`src/rtl/uart_tx_param.sv`:
```
`default_nettype none
// ============================================================================
// Module      : uart_tx_param
// Description : Parameterised UART transmitter (start, 5..9 data bits LSB
//               first, optional even/odd parity, 1 or 2 stop bits). Define
//               UART_TX_PAUSE_EN to append one idle-high PAUSE bit period
//               after the stop bits, before tx_done and IDLE.
// Revision    : 1.0 - initial release
// ============================================================================
module uart_tx_param #(
  parameter int DATA_BITS = 8,
  parameter int PARITY    = 0,
  parameter int STOP_BITS = 1,
  parameter int BAUD_DIV  = 10417
) (
  input  logic                 clk,
  input  logic                 rst_n,
  input  logic                 tx_valid,
  input  logic [DATA_BITS-1:0] tx_data,
  output logic                 tx_ready,
  output logic                 tx_busy,
  output logic                 tx_done,
  output logic                 TxD
);

  localparam int c_BAUD_W = (BAUD_DIV > 2) ? $clog2(BAUD_DIV) : 1;
  // DATA_BITS >= 5, so this width also covers the stop-bit count.
  localparam int c_BIT_W  = $clog2(DATA_BITS);

  localparam logic [c_BAUD_W-1:0] c_BAUD_LAST = c_BAUD_W'(BAUD_DIV - 1);
  localparam logic [c_BIT_W-1:0]  c_DATA_LAST = c_BIT_W'(DATA_BITS - 1);
  localparam logic [c_BIT_W-1:0]  c_STOP_LAST = c_BIT_W'(STOP_BITS - 1);

  localparam logic [2:0] c_ST_IDLE   = 3'd0;
  localparam logic [2:0] c_ST_START  = 3'd1;
  localparam logic [2:0] c_ST_DATA   = 3'd2;
  localparam logic [2:0] c_ST_PARITY = 3'd3;
  localparam logic [2:0] c_ST_STOP   = 3'd4;
`ifdef UART_TX_PAUSE_EN
  localparam logic [2:0] c_ST_PAUSE     = 3'd5;
  localparam logic [2:0] c_ST_STOP_EXIT = c_ST_PAUSE;
`else
  localparam logic [2:0] c_ST_STOP_EXIT = c_ST_IDLE;
`endif

  logic [2:0]           r_state;
  logic [2:0]           w_state_next;
  logic [c_BAUD_W-1:0]  r_baud_cnt;
  logic [c_BAUD_W-1:0]  w_baud_next;
  logic [c_BIT_W-1:0]   r_bit_cnt;
  logic [c_BIT_W-1:0]   w_bit_next;
  logic [DATA_BITS-1:0] r_data;
  logic                 r_txd;
  logic                 r_done;
  logic                 w_load;
  logic                 w_tick;
  logic                 w_parity_bit;
  logic                 w_txd_next;
  logic                 w_done_next;

  assign w_tick = (r_baud_cnt == c_BAUD_LAST);

  generate
    if (PARITY == 1) begin : g_par_even
      assign w_parity_bit = ^r_data;
    end else if (PARITY == 2) begin : g_par_odd
      assign w_parity_bit = ~^r_data;
    end else begin : g_par_none
      assign w_parity_bit = 1'b0;
    end
  endgenerate

  // State register plus the registered line/pulse outputs.
  always_ff @(posedge clk or negedge rst_n) begin
    if (!rst_n) begin
      r_state    <= c_ST_IDLE;
      r_baud_cnt <= '0;
      r_bit_cnt  <= '0;
      r_data     <= '0;
      r_txd      <= 1'b1;
      r_done     <= 1'b0;
    end else begin
      r_state    <= w_state_next;
      r_baud_cnt <= w_baud_next;
      r_bit_cnt  <= w_bit_next;
      if (w_load) begin
        r_data <= tx_data;
      end
      r_txd      <= w_txd_next;
      r_done     <= w_done_next;
    end
  end

  always_comb begin
    w_state_next = r_state;
    w_baud_next  = r_baud_cnt + 1'b1;
    w_bit_next   = r_bit_cnt;
    w_load       = 1'b0;
    case (r_state)
      c_ST_IDLE: begin
        w_baud_next = '0;
        w_bit_next  = '0;
        if (tx_valid) begin
          w_state_next = c_ST_START;
          w_load       = 1'b1;
        end
      end
      c_ST_START: begin
        if (w_tick) begin
          w_baud_next  = '0;
          w_state_next = c_ST_DATA;
        end
      end
      c_ST_DATA: begin
        if (w_tick) begin
          w_baud_next = '0;
          if (r_bit_cnt == c_DATA_LAST) begin
            w_bit_next   = '0;
            w_state_next = (PARITY != 0) ? c_ST_PARITY : c_ST_STOP;
          end else begin
            w_bit_next = r_bit_cnt + 1'b1;
          end
        end
      end
      c_ST_PARITY: begin
        if (w_tick) begin
          w_baud_next  = '0;
          w_state_next = c_ST_STOP;
        end
      end
      c_ST_STOP: begin
        if (w_tick) begin
          w_baud_next = '0;
          if (r_bit_cnt == c_STOP_LAST) begin
            w_bit_next   = '0;
            w_state_next = c_ST_STOP_EXIT;
          end else begin
            w_bit_next = r_bit_cnt + 1'b1;
          end
        end
      end
`ifdef UART_TX_PAUSE_EN
      c_ST_PAUSE: begin
        if (w_tick) begin
          w_baud_next  = '0;
          w_state_next = c_ST_IDLE;
        end
      end
`endif
      default: begin
        w_state_next = c_ST_IDLE;
        w_baud_next  = '0;
        w_bit_next   = '0;
      end
    endcase
  end

  // Line level is decoded from the upcoming state so TxD can be a flop.
  always_comb begin
    w_txd_next = 1'b1;
    case (w_state_next)
      c_ST_START:  w_txd_next = 1'b0;
      c_ST_DATA:   w_txd_next = r_data[w_bit_next];
      c_ST_PARITY: w_txd_next = w_parity_bit;
      default:     w_txd_next = 1'b1;
    endcase
    w_done_next = (w_state_next == c_ST_IDLE) && (r_state != c_ST_IDLE);
  end

  assign tx_ready = (r_state == c_ST_IDLE);
  assign tx_busy  = (r_state == c_ST_START) || (r_state == c_ST_DATA) ||
                    (r_state == c_ST_PARITY) || (r_state == c_ST_STOP);
  assign tx_done  = r_done;
  assign TxD      = r_txd;

endmodule
`default_nettype wire

```
`config.mk`:
```
export PLATFORM = sky130hd
export DESIGN_NAME = uart_tx_param
export DESIGN_NICKNAME = d
export VERILOG_FILES = /design/src/rtl/uart_tx_param.sv
export SDC_FILE = /design/constraint.sdc
export NUM_CORES = 1
export LEC_CHECK = 0
export ABC_AREA = 1
export CORE_MARGIN = 3
export CORE_UTILIZATION = 50
export CTS_CLUSTER_DIAMETER = 120
export DETAILED_ROUTE_END_ITERATION = 6
export PLACE_DENSITY = 0.74
export SLEW_MARGIN = 5
export SYNTH_ARGS = -nofsm -noshare
export SYNTH_HDL_FRONTEND = slang
export SYNTH_SLANG_ARGS = --single-unit
```
`constraint.sdc`:
```
create_clock -name clk -period 1.75 [get_ports clk]
set_clock_uncertainty 0.05 [all_clocks]
set_input_delay 0.35 -clock clk [delete_from_list [all_inputs] [get_ports clk]]
set_output_delay 0.35 -clock clk [all_outputs]
set_load 0.02 [all_outputs]
```
======== Word-level counts from Yosys, hierarchy flattened ========
Index checks and enable logic that the tools add are counted.
cells by class
  add/sub/neg operators ................... 2
  order comparisons ....................... 1
  equality and inequality tests ........... 9
  multiplexer cells ....................... 20
  reductions and logical operators ........ 11
operator list
  kind                                                                    number
  3-bit two-way mux                                                       11
  14-bit two-way mux                                                      2
  3-bit case mux with 5 select lines                                      1
  14-bit by 1-bit adder with 14-bit output (second input constant)        1
  14-bit equality test (second input constant)                            1
  3-bit by 2-bit equality test with 1-bit output (second input constant)  4
  3-bit logical NOT                                                       3
  3-bit case mux with 3 select lines                                      1
  3-bit by 1-bit equality test with 1-bit output (second input constant)  2
  3-bit equality test (second input constant)                             2
  3-bit by 4-bit < comparator with 1-bit output (second input constant)   1
  2-bit OR reduction                                                      2
  4-bit OR reduction                                                      1
  3-bit by 1-bit adder with 3-bit output (second input constant)          1
  1-bit binary-select mux with 3-bit select                               1
  1-bit logical OR                                                        3
  1-bit two-way mux                                                       3
  3-bit nonzero test                                                      1
  1-bit case mux with 2 select lines                                      1
  1-bit logical AND                                                       1
storage, ports and cells
  flip-flop bits (word level) ............. 30
  logic and storage cells ................. 49

======== Depth between registers and ports, before layout ========
Gate-level depths: netlist of run 1.
  depth after elaboration ................. 7
  mapped depth ............................ 17
  mapped depth without buffers ............ 17

======== Least setup slack after synthesis of run 1 ========
OpenSTA, ideal clock, no wires.
  kind .................................... reg2reg
  start point ............................. reg r_state[0]
  end point ............................... reg r_data[2]
  setup time .............................. 125 ps
  arrival ................................. 1653 ps
  slack ................................... -78 ps
  stages on the path, launching flop included .. 5
  buffers on the path ..................... 1
  clock period less this slack ............ 1828 ps
  cell sequence ........................... dfrtp_1 -> nor3_1 -> nand2_1 -> buf_2 -> mux2_2
on the way
  cells in the longest elaborated chain, start to end .. 2
RTL lines
  item                    RTL line  text
  from (decl)             46        logic [2:0] r_state;
  from (signal assigned)  76        r_state <= c_ST_IDLE;
  from (signal assigned)  83        r_state <= w_state_next;
  3-bit logical NOT       n/a
  named net tx_ready      20        output logic tx_ready,
  1-bit two-way mux       99        case (r_state)
  to (signal assigned)    87        r_data <= tx_data;
  to (decl)               52        logic [DATA_BITS-1:0] r_data;
The timed path passes the listed nets, and every way through them passes these cells.
A chain may end at the register's enable or synchronous reset.

======== Worst setup path in the final report of run 1 ========
  start point ............................. reg r_baud_cnt[0]
  end point ............................... reg r_state[1]
on the way
  cells in the longest elaborated chain, start to end .. 3
RTL lines
  item                                         RTL line  text
  from (decl)                                  48        logic [c_BAUD_W-1:0] r_baud_cnt;
  from (signal assigned)                       84        r_baud_cnt <= w_baud_next;
  14-bit equality test (*)                     61        assign w_tick = (r_baud_cnt == c_BAUD_LAST);
  3-bit two-way mux, on equally long branches  n/a
  3-bit case mux with 5 select lines (*)       99
  named net w_state_next[1]                    47        logic [2:0] w_state_next;
The timed path passes the listed nets; every way through them passes the cells marked *.

==> out/metrics.cfg, run 1 <==
[routing]
met1Wirelength_mm=1.59
postRouteAntennaNets=0
vias_per_cell=5.18
dr_wl_met3_microns=185
routedWlPerCell_microns=13.3
first_pass_iters=4
dr_wl_met2_mm=1.96
dr.max_layer_used=met4
finalWirelength_mm=3.87
drtIter0Drc=58
drc=0
vias=1503

[clock_network]
clock_path_buffers=2
cts_buffers=5
cts-hold-fix-buffers=0
cts_sinks=30
clk_latency_ps=330
clk_pin_slew_ps=100
htree_levels=2
cts_root_buffer=clkbuf_4
cts_tree=yes

[place]
io_buffers=14
dp_slack_ps=-150
dp_hpwl_mm=2.66
gp_congestion=0.855

[finish]
antenna_cells=0
synthToLayoutAreaGrowth_pct=34.4
register_area_sq_um=753
nNetsFinal=261
drive_above_1_share=0.341
fill_cells=265
multi_input_area_sq_um=908

[synthesis]
yosys.area.top_type=dfrtp_1
yosysWarnings=0
seq_area_frac_synth=0.456
ys_seq_elements=30
syn_avg_cell_area_sq_um=8.25
async_reset_ff_frac=1.00
syn-cell-area_sq_mm=0.00165
synth_flop_cell=dfrtp_1
synth_edf_count=0
synth_cells=200
synth_top_area_share=0.440
synth.distinct_cells=30
netlist_top_cells_area=dfrtp_1, nand2_1, nor2_1
syn_nets=216

[floorplan]
row_count=20
die_h_microns=63.5
coreArea_sq_mm=0.00310
dieArea_sq_mm=0.00403
pin_count=15
chipWidth_microns=63.5
initial_utilization=0.532

[timing]
final.period_utilization=1.06
worst_slack_ps=-99.6
grt_setup_unrepaired=true
holdWs_ps=213
report.final.slew_viol_count=0
worst_pin_slew_ps=372
finalSetupTns_ps=-375
hold_viol_final=0
max-slew-margin-rel=0.749
finalSetupViolCount=4
layout_min_cycle_time_ps=1850
fmax_mhz=541

[worst_setup_path]
endpoint_kind=flip-flop
cp.arrival_ps=2030
required_ps=1930
r2r_slack_ps=-100
path_class=reg2reg
critPathMaxFanout=5
crit_path_start_kind=flip-flop

[hold_path]
hp-class=in2async

[power]
powerDensity_mw_per_mm2=524
power.leakage_uw=0.00115
ir_drop_uv=399

[global_route]
grt_max_degree=14
grt_pass1_vias=1512
gr-total-overflow=0
antenna_found_initial=0
grt_pass1_wl_mm=6.26
grt_use_total=0.198

[outcome]
violations=negative setup slack
outcome=complete, but fails checks

[job]
max-cap-violations=0

-- metal layers --
layer,global-route usage,vias to the layer above
met5,0,-
met4,0.111,0
li1,-,731
met2,0.330,44
met1,0.224,713
met3,0.0588,15
-- stage by stage --
| stage | cells | total power [uW] | utilization | area, sq um |
|---|---|---|---|---|
| 6_report | 290 | 1160 | 0.715 | 2220 |
| 5_1_grt | 290 | 1210 | 0.715 | 2220 |
| 4_1_cts | 286 | 1180 | 0.679 | 2110 |
| 3_5_place_dp | 275 | 747 | 0.638 | 1980 |
| 3_3_place_gp | 275 | 745 | 0.638 | 1980 |
| 2_1_floorplan | 200 | 707 | - | 1660 |
-- cell usage after synthesis (all sizes together) (2+ instances only) --
library cell	count
nand3	21
mux2	5
dfrtp	29
o41ai	2
a21oi	7
nor2	33
o21ai	6
nor3	6
nand2	43
ha	5
xor2	3
inv	30
nand4	2
-- registers in the layout, indices dropped and copies added, names as in the netlist --
register,cells
r_baud_cnt,14
r_data,8
r_bit_cnt,3
r_state,3
TxD,1
tx_done,1
-- where the power goes --
| part | internal, uW | switching, uW | leakage, uW |
|---|---|---|---|
| registers | 693 | 0 | 0.000379 |
| logic | 22.3 | 16.8 | 0.000733 |
| clock network | 194 | 236 | 0.0000353 |
| total | 909 | 252 | 0.00115 |
-- path summary, 6_finish.rpt --
check	start	end	cells past startpoint
worst max-delay path	r_baud_cnt[0]	r_state[1]	12
worst min-delay path	rst_n	r_state[2]	1
worst max register to register	r_baud_cnt[0]	r_state[1]	12
worst min register to register	r_baud_cnt[12]	r_baud_cnt[12]	1
max in group asynchronous	rst_n	r_baud_cnt[3]	2
min in group clk	r_baud_cnt[12]	r_baud_cnt[12]	1
-- kinds of logic after synthesis --
family | count (synthesis) | synth area share
buf+inv | 32 | 0.0735
mux | 5 | 0.0341
flops | 30 | 0.456
xor+xnor | 4 | 0.0212
simple gates | 107 | 0.315
compound gates | 17 | 0.0629
fa+ha+maj | 5 | 0.0379
-- placed cells by master, fill, tap and decap left out, types with 2 or more instances in the layout --
cell,count
nand2_4,6
nand2_2,5
nor3_1,2
mux2_2,5
o21ai_0,3
nor2_1,25
clkbuf_4,5
nor3_2,3
nor2_4,4
nand2_1,33
dfrtp_1,28
xor2_1,3
o21ai_2,2
a21oi_1,7
buf_4,23
o41ai_2,2
ha_1,3
inv_1,23
inv_2,7
clkdlybuf4s50_1,11
nor2_2,4
nand3_2,6
clkdlybuf4s15_2,2
nand3_1,14
nand4_1,2
-- critical path, stage by stage, from the launching register on --
cell,delay [ps]
dfrtp_1,420
inv_2,90
ha_4,120
inv_2,40
nor2_4,80
nand2_2,60
nor2_4,170
nand2_4,120
o21ai_2,150
o41ai_2,110
buf_4,160
a31oi_1,130
inv_1,70
-- area by class of cell --
cell class / instances / share of cell area
multi-input cells: 139 / 0.409
clock inverters: 1 / 0.00226
inverters: 31 / 0.0525
repair buffers: 38 / 0.147
flip-flops and latches: 30 / 0.340
well taps: 44 / 0.0248
clock buffers: 7 / 0.0248
-- timing repair --
action,in CTS,in global routing
gates resized for setup,18,22
cloned,1,0
buffers inserted,2,5
setup endpoints to repair,11,13
pin swaps,3,15
Note: power is estimated with default switching activity, not from simulation.
==> run 2, diff against run 1 <==
--- a/config.mk
+++ b/config.mk
@@ -11,6 +11,7 @@
 export CTS_CLUSTER_DIAMETER = 120
 export DETAILED_ROUTE_END_ITERATION = 6
 export PLACE_DENSITY = 0.74
+export SETUP_SLACK_MARGIN = 0.1
 export SLEW_MARGIN = 5
 export SYNTH_ARGS = -nofsm -noshare
 export SYNTH_HDL_FRONTEND = slang
==> run 2 against run 1 <==
The flow still finishes with violations (negative setup slack). Total power rose by 28%. Non-clock buffer count increased by 6. Routed wire length is 10% higher. Sequential power about the same. Critical path depth grew 5. Sequential share of layout area is 3.1 points lower. Global-route usage up 0.21 points. Critical endpoint is now TxD. Largest power group is now clock.
==> out/metrics.cfg, run 2 (synthesis results as in run 1) <==
[outcome]
outcome=complete, but fails checks
violations=negative setup slack

[place]
io_buffers=14
dp_hpwl_mm=2.47
dp_cells=275
placed_area_sq_mm=0.00200
gp_congestion=0.844
dp_slack_ps=-121

[finish]
antenna_cells=0
nNetsFinal=267
synthToLayoutAreaGrowth_pct=48.1
fill_cells=201
layout_commonest_cell=dfrtp_1
final_core_util=0.788
final_cell_area_sq_mm=0.00244
final_cell_mix=dfrtp_1, nand2_1, buf_4, inv_1, nor2_1
largest_registers=r_baud_cnt: 14 flops, r_data: 8 flops
multi_input_area_sq_mm=0.00100
drive_above_1_share=0.444
fin_cells=296
largest_register_ffs=14
top_register=r_baud_cnt
register_area_sq_um=753

[global_route]
gr-total-overflow=0
grt_max_degree=31
grt_use_total=0.200
grt_pass1_wl_mm=6.34
grt_pass1_vias=1461
antenna_found_initial=0

[timing]
worst_pin_slew_ps=347
report.final.slew_viol_count=0
finalSetupViolCount=19
hold_viol_final=0
max-slew-margin-rel=0.768
grt_setup_unrepaired=true
final.period_utilization=1.13
fmax_mhz=505
layout_min_cycle_time_ps=1980
worst_slack_ps=-229

[clock_network]
cts_buffers=5
cts_tree=yes
clk_latency_ps=340
cts-hold-fix-buffers=0
clk_pin_slew_ps=100
clock_path_buffers=2
htree_levels=2
cts_sinks=30
cts_root_buffer=clkbuf_4

[routing]
vias=1538
postRouteAntennaNets=0
first_pass_iters=4
finalWirelength_mm=4.26
drc=0
routedWlPerCell_microns=14.4
vias_per_cell=5.20
drtIter0Drc=70

[worst_setup_path]
crit_path_start_kind=flip-flop
r2r-start=r_baud_cnt[1]
cp_num_buf_inv=2
crit_chain=inv_1 -> ha_4 -> inv_2 -> nor2_1 -> nand2_1 -> nor2_4 -> nand2_4 -> nand2_4 -> nand2_4 -> nand2_4 -> nand2_1 -> nand2_1 -> nand2_1 -> nand3_2 -> nand2_1 -> nand2_1 -> nand2_1
cp.arrival_ps=2220
cpMaxStageDelayCell=dfrtp_1
max_stage_delay_ps=410
path_delay_family=simple AND/OR/NAND/NOR gates
required_ps=1990
startpoint=r_baud_cnt[1]
cpMostUsedCell=nand2_1
endpoint_kind=flip-flop
r2r_slack_ps=-230
critPathMaxFanout=5
path_class=reg2reg

[floorplan]
initial_utilization=0.532
pin_count=15
coreArea_sq_mm=0.00310
chipWidth_microns=63.5
die_h_microns=63.5
row_count=20
dieArea_sq_mm=0.00403

[power]
powerDensity_mw_per_mm2=608
power.leakage_uw=0.00122
ir_drop_uv=439

[job]
max-cap-violations=0

[hold_path]
hp-class=in2async

## run 2: cell types whose count changed in the layout (fill, tap and decap cells not counted), sizes merged
| cell | delta |
|---|---|
| buf | +7 |
| bufinv | +2 |
| clkbuf | -1 |
| clkdlybuf4s15 | -1 |
| clkdlybuf4s50 | -1 |
| clkinv | -1 |
| dlygate4sd2 | +1 |
## run 2: report_power, final
group	internal [uW]	total, uW	switching [uW]	leakage (uW)
clock network	484	754	270	0.0000585
logic	23.9	40.1	16.2	0.000785
registers	693	693	0	0.000379
total	1200	1490	286	0.00122
## run 2: final cells by class
cell class / count / share of cell area
Sequential cell: 30 / 0.308
Inverter: 31 / 0.0507
Clock buffer: 6 / 0.0210
Multi-Input combinational cell: 139 / 0.411
Clock inverter: 2 / 0.0246
Timing Repair Buffer: 44 / 0.162
Tap cell: 44 / 0.0225
## run 2: path summary, 6_finish.rpt
path                                   to  depth (start not counted)
setup / recovery                      TxD                         17
max in group asynchronous             TxD                          2
hold / removal                 r_state[1]                          2
hold reg to reg            r_baud_cnt[12]                          1
min in group clk           r_baud_cnt[12]                          1
setup reg to reg                      TxD                         17
## run 2: repair_timing
action / 4_1_cts / 5_1_grt
cloned: 1 / 0
buffers inserted: 7 / 5
endpoints found under the setup margin: 14 / 21
resized for setup: 25 / 51
pin swaps: 5 / 21
## run 2: through the flow
| step | TNS, ps | total power, uW | hold slack (ps) |
|---|---|---|---|
| floorplan | 0 | 707 | 4.41 |
| global placement | -147 | 747 | 395 |
| detailed placement | -280 | 748 | 407 |
| CTS | -326 | 1490 | 321 |
| global route | -2730 | 1530 | 313 |
| finish | -1490 | 1490 | 307 |
## run 2: routing by layer
metal / share of wire / vias to the layer above / GRT usage
li1: - / 749 / -
met1: 0.41 / 738 / 0.247
met2: 0.53 / 38 / 0.330
met3: 0.045 / 13 / 0.0446
met4: 0.021 / 0 / 0.0943
met5: 0 / - / 0
==> patch 1: new RTL, config.mk and constraints of run 1 <==
The option `UART_TX_PAUSE_EN` is turned on by a define.
--- a/src/rtl/uart_tx_param.sv
+++ b/src/rtl/uart_tx_param.sv
@@ -7,6 +7,8 @@
 //               after the stop bits, before tx_done and IDLE.
 // Revision    : 1.0 - initial release
 // ============================================================================
+`define UART_TX_PAUSE_EN
+
 module uart_tx_param #(
   parameter int DATA_BITS = 8,
   parameter int PARITY    = 0,
Behaviour: same outputs for any inputs over 10 cycles, from zero or initial values and one cycle with rst_n low; that may be too few to reach the edited logic, so the function may still have changed.
==> patch 1 against run 1 <==
The flow still finishes with violations (setup timing). Worst hold slack better by 0.14 ns. Final cell count is 9.3% higher. First-iteration DRC count is 55% higher. Cell area is 7.2% higher. Non-clock buffer count is 15 higher. Setup slack worse by 0.10 ns. Synthesized area is 5.4% higher. Power is 4.5% lower. Wire length is 3.9% higher. Sequential cell count stayed put. Critical path depth is 5 higher. Global-route usage is 1.6 points higher. Critical path type unchanged.
==> patch 1: results (changes against run 1) <==
Status:
- The final reports fail on setup timing.
- The run finished, with violations left.

Synth:
- The number of different library cells in the post-synthesis netlist was 33 (+10%).
- The post-synthesis share of cell area spent on xor and xnor gates came to 0.5036% (-1.6 points).
- The share of the synthesized area in compound gates (AO/OA/AOI/OAI) came to 7.698% (+1.4 points).
- The synthesized instance count is 214 (+7.0%).

Layout:
- The final non-filler cell total was 317 (+9.3%).
- The number of ordinary inverters in the final layout came to 35 (+13%).
- The buffering overhead is 17.83% (+3.2 points).
- The fraction of standard cell area in multi-input logic is 40.61% (-0.34 points).
- The final core utilization is 74.84% (+3.4 points).

Global route:
- The pin count of the biggest net entering global routing came to 31 (+17).
- The met3 usage was 5.719% (-0.16 points).
- The met2 usage is 35.63% (+2.6 points).
- The first-pass GRT wire length was 6989 um (+12%).

Place:
- The cell count after placement is 306 (+11%).
- The minimum setup slack after placement was -0.1779 ns (-0.02781 ns).

STA:
- The summed negative setup slack over all endpoints was -0.7348 ns (-0.3598 ns).
- The total of endpoints with negative setup slack in the final report was 9 (+5).
- The worst slack on hold paths is 0.3572 ns (+0.1447 ns).
- The worst setup slack after layout was -0.2002 ns (-0.1007 ns).

Power:
- The reported combinational group power is 36.7 uW (-5.9%).
- The relative contribution of the clock network to total power is 34.2% (-2.8 points).
- The clock distribution power was 380 uW (-12%).

Route:
- The met3 layer wire length in the routed design is 172 um (-7.0%).
- The detailed router's first-iteration violation count is 90 (+55%).
- The routed via count divided by cell count is 5.123 (-1.2%).
- The length of routed wiring on met1 came to 1794 um (+13%).
- The sum of met2 wire segment lengths after detailed routing is 1980 um (+1.2%).

Critical path:
- The logic depth of the worst register-to-register path came to 17 (+5).
- The endpoint of the lowest-slack register-to-register path is TxD.
-- patch 1: changes by cell type after synthesis, moves of 3 or more --
cell and change:
sky130_fd_sc_hd__nor2_1 -8, sky130_fd_sc_hd__inv_1 +3, sky130_fd_sc_hd__xor2_1 -3, sky130_fd_sc_hd__nor3_2 +5
sky130_fd_sc_hd__a21oi_1 +5, sky130_fd_sc_hd__nand3_1 -3, sky130_fd_sc_hd__nor3b_1 +3, sky130_fd_sc_hd__nand2_4 -3
sky130_fd_sc_hd__nor2_2 +3, sky130_fd_sc_hd__nand2_1 +6, sky130_fd_sc_hd__nand2_2 +3, sky130_fd_sc_hd__nor3_1 -3
sky130_fd_sc_hd__nor4_1 +3
-- patch 1: repair_timing --
item / CTS / global route
hold buffers: 0 / 0
gates resized for setup: 25 / 17
pin swaps: 11 / 16
endpoints found under the setup margin: 18 / 18
setup buffers: 2 / 2
==> patch 2: new RTL, flow settings as in run 1 <==
Without the edit above. Reset style: synchronous (`rst_n`), changed in one clocked block.
--- a/src/rtl/uart_tx_param.sv
+++ b/src/rtl/uart_tx_param.sv
@@ -71,7 +71,7 @@
   endgenerate
 
   // State register plus the registered line/pulse outputs.
-  always_ff @(posedge clk or negedge rst_n) begin
+  always_ff @(posedge clk) begin
     if (!rst_n) begin
       r_state    <= c_ST_IDLE;
       r_baud_cnt <= '0;
Behaviour: differs if rst_n is asserted again (counterexample within 4 cycles, from zero or initial values and one cycle with rst_n low); with rst_n held inactive, the same outputs for 10 cycles.
==> patch 2 against run 1 <==
Count of clock-buffer cells in the layout unchanged. Synthesized area decreased by 4.8%. Wire length decreased by 7.0%. Highest routed layer unchanged. Cell area decreased by 3.5%. Sequential cell count unchanged. Largest cell class unchanged. Core utilization increased by 2.9 points. Sequential share of layout area decreased by 5.5 points. The run still ends with setup timing left. Setup slack improved by 0.098 ns.
Power is not compared: it rests on default switching activity, and its combinational part moved more than twofold at a synthesized area within 25%.
==> patch 2: results (changes against run 1) <==
Worst hold path:
- The class of the tightest hold or removal check is reg2reg.
- The hold path startpoint is r_data[1].

Synth:
- The predominant post-synthesis flop cell is sky130_fd_sc_hd__dfxtp_1.
- The number of different library cells in the post-synthesis netlist came to 27 (-10%).
- In the post-synthesis netlist, the biggest area contributors are sky130_fd_sc_hd__dfxtp_1, sky130_fd_sc_hd__nand2_1, sky130_fd_sc_hd__nand3_1.
- The fraction of the yosys area taken by sequential cells is 38.22% (-7.3 points).
- The post-synthesis net count is 240 (+11%).
- The fraction of registers with async set or reset after synthesis was 0% (-100 points).
- Sorting the synthesized cells by how often they occur yields sky130_fd_sc_hd__nand2_1, sky130_fd_sc_hd__dfxtp_1, sky130_fd_sc_hd__inv_1.

Place:
- The routability congestion estimate from global placement was 0.9560 (+12%).
- The post-detailed-placement half-perimeter wirelength is 2558 um (-3.7%).
- The total cell area at the placement stage was 1898 um^2 (-4.2%).

Clock tree:
- The deepest clock path buffer count was 2 (unchanged).
- The total clock buffers created by CTS was 5 (unchanged).
- The number of levels the H-tree was split into is 2 (unchanged).

Layout:
- In the final layout, the registers with the most flip-flops are r_baud_cnt: 14 flops, r_data: 8 flops.
- The number of nets at the end of the flow is 286 (+9.6%).
- The number of fill cells in the layout was 227 (-14%).
- The ratio of cells with drive above 1 in the final layout is 33.21% (-0.94 points).

Route:
- The detailed router's first-iteration violation count is 85 (+47%).
- The average wire per standard cell is 11.49 um (-14%).
- The routed via count divided by cell count is 5.000 (-3.5%).
- The number of search-and-repair iterations in the first detailed-routing pass is 4 (unchanged).

STA:
- The worst setup slack after layout is -0.001352 ns (+0.09821 ns).
- The total of endpoints with negative setup slack in the final report is 1 (-3).
- The worst relative slew slack is 82.12% (+7.2 points).
- The summed negative setup slack over all endpoints is -0.001352 ns (+0.3737 ns).

Status:
- The run finished, with violations left.
- The checks that failed: setup timing.

Critical path:
- In this run the critical register-to-register path is launched from r_baud_cnt[1].
- The slowest cell on the critical path is sky130_fd_sc_hd__dfxtp_2.
- The endpoint of the lowest-slack register-to-register path is TxD.
- The logic depth of the worst register-to-register path is 14 (+2).
- The largest stage delay on the critical path is 0.34 ns (-0.08 ns).
- The maximum fanout count along the critical path is 5 (unchanged).
- The arrival time of the worst setup path is 1.94 ns (-0.09 ns).

Global route:
- The pin count of the biggest net entering global routing is 10 (-4).
- The first-pass GRT wire length is 5402 um (-14%).
- The initial antenna violation count is 0 (unchanged).
- The via count of the first global-routing pass is 1,286 (-15%).
- The global-route usage over all layers is 19.22% (-0.54 points).

Power:
- Across the VDD grid, the largest voltage drop is 0.4614 mV.
[patch 2: cell types whose count changed after synthesis, sizes merged, moves of 4 or more]
| cell | before | now |
|---|---|---|
| dfxtp | 0 | 30 |
| a21oi | 7 | 15 |
| dfrtp | 29 | 0 |
| nand2 | 43 | 54 |
| nand3 | 21 | 28 |
| inv | 30 | 34 |
| mux2 | 5 | 0 |
[patch 2: how the worst max path moves through the flow]
stage / startpoint / to / slack (ns) / cells after the start
finish: r_baud_cnt[1] / TxD / -0.001 / 14
global route: r_baud_cnt[1] / TxD / -0.10 / 14
CTS: r_baud_cnt[1] / TxD / 0.0008 / 13
detailed placement: r_state[1] / tx_busy / -0.04 / 6
global placement: r_state[1] / tx_busy / -0.05 / 6
floorplan: r_bit_cnt[0] / TxD / 0.15 / 14
[patch 2: cell type report]
type	count	area, um^2	share of cell area [%]
inverters	34	127.6	5.961
multi-input cells	158	948.4	44.30
clock buffers	7	55.05	2.572
clock inverters	1	5.005	0.2338
well taps	42	52.55	2.455
repair buffers	41	342.8	16.01
flip-flops and latches	30	609.3	28.46
[patch 2: repair_timing]
action | CTS | global route
gates resized for setup | 9 | 39
buffers inserted | 0 | 8
setup endpoints to repair | 3 | 7
pin swaps | 4 | 24
[patch 2: worst max-delay path, delay by kind of cell (launching register included)]
kind | cells | cell delay, ns
AND/OR/NAND/NOR | 10 | 0.88
flip-flops | 1 | 0.34
buffers and inverters | 3 | 0.25
adder cells (fa/ha/maj) | 1 | 0.15
[patch 2: per-stage QoR]
stage,hold slack (ns),instances,setup slack (ns)
after floorplan,0.3800,224,0.1538
after global placement,0.4069,297,-0.04634
after detailed placement,0.4052,297,-0.03910
after CTS,0.4188,305,0.0008260
after global routing,0.4422,313,-0.1003
final,0.4240,313,-0.001352
[patch 2: routing by layer]
layer	vias to the layer above	global-route usage, %	routed length, um
met2	24	28.55	1786
met1	732	26.22	1673
met4	0	5.455	38
met3	7	6.818	97
met5	-	0	0
li1	802	-	-
[patch 2: logic make-up (layout without fill, tap and decap cells)]
logic type      after synthesis  in the layout  share of synthesized area, %
xor+xnor                      5              5                         2.786
buf+inv                      36             83                         8.678
flops                        30             30                         38.22
fa+ha+maj                     5              5                         3.981
compound gates               26             26                         9.156
simple gates                122            122                         37.18
[patch 2: where the power goes]
part,internal [mW],switching [mW],leakage [nW]
Clock,0.195,0.241,0.0353
Combinational,0.0730,0.0801,0.650
Sequential,0.701,0.0110,0.247
Total,0.968,0.332,0.932
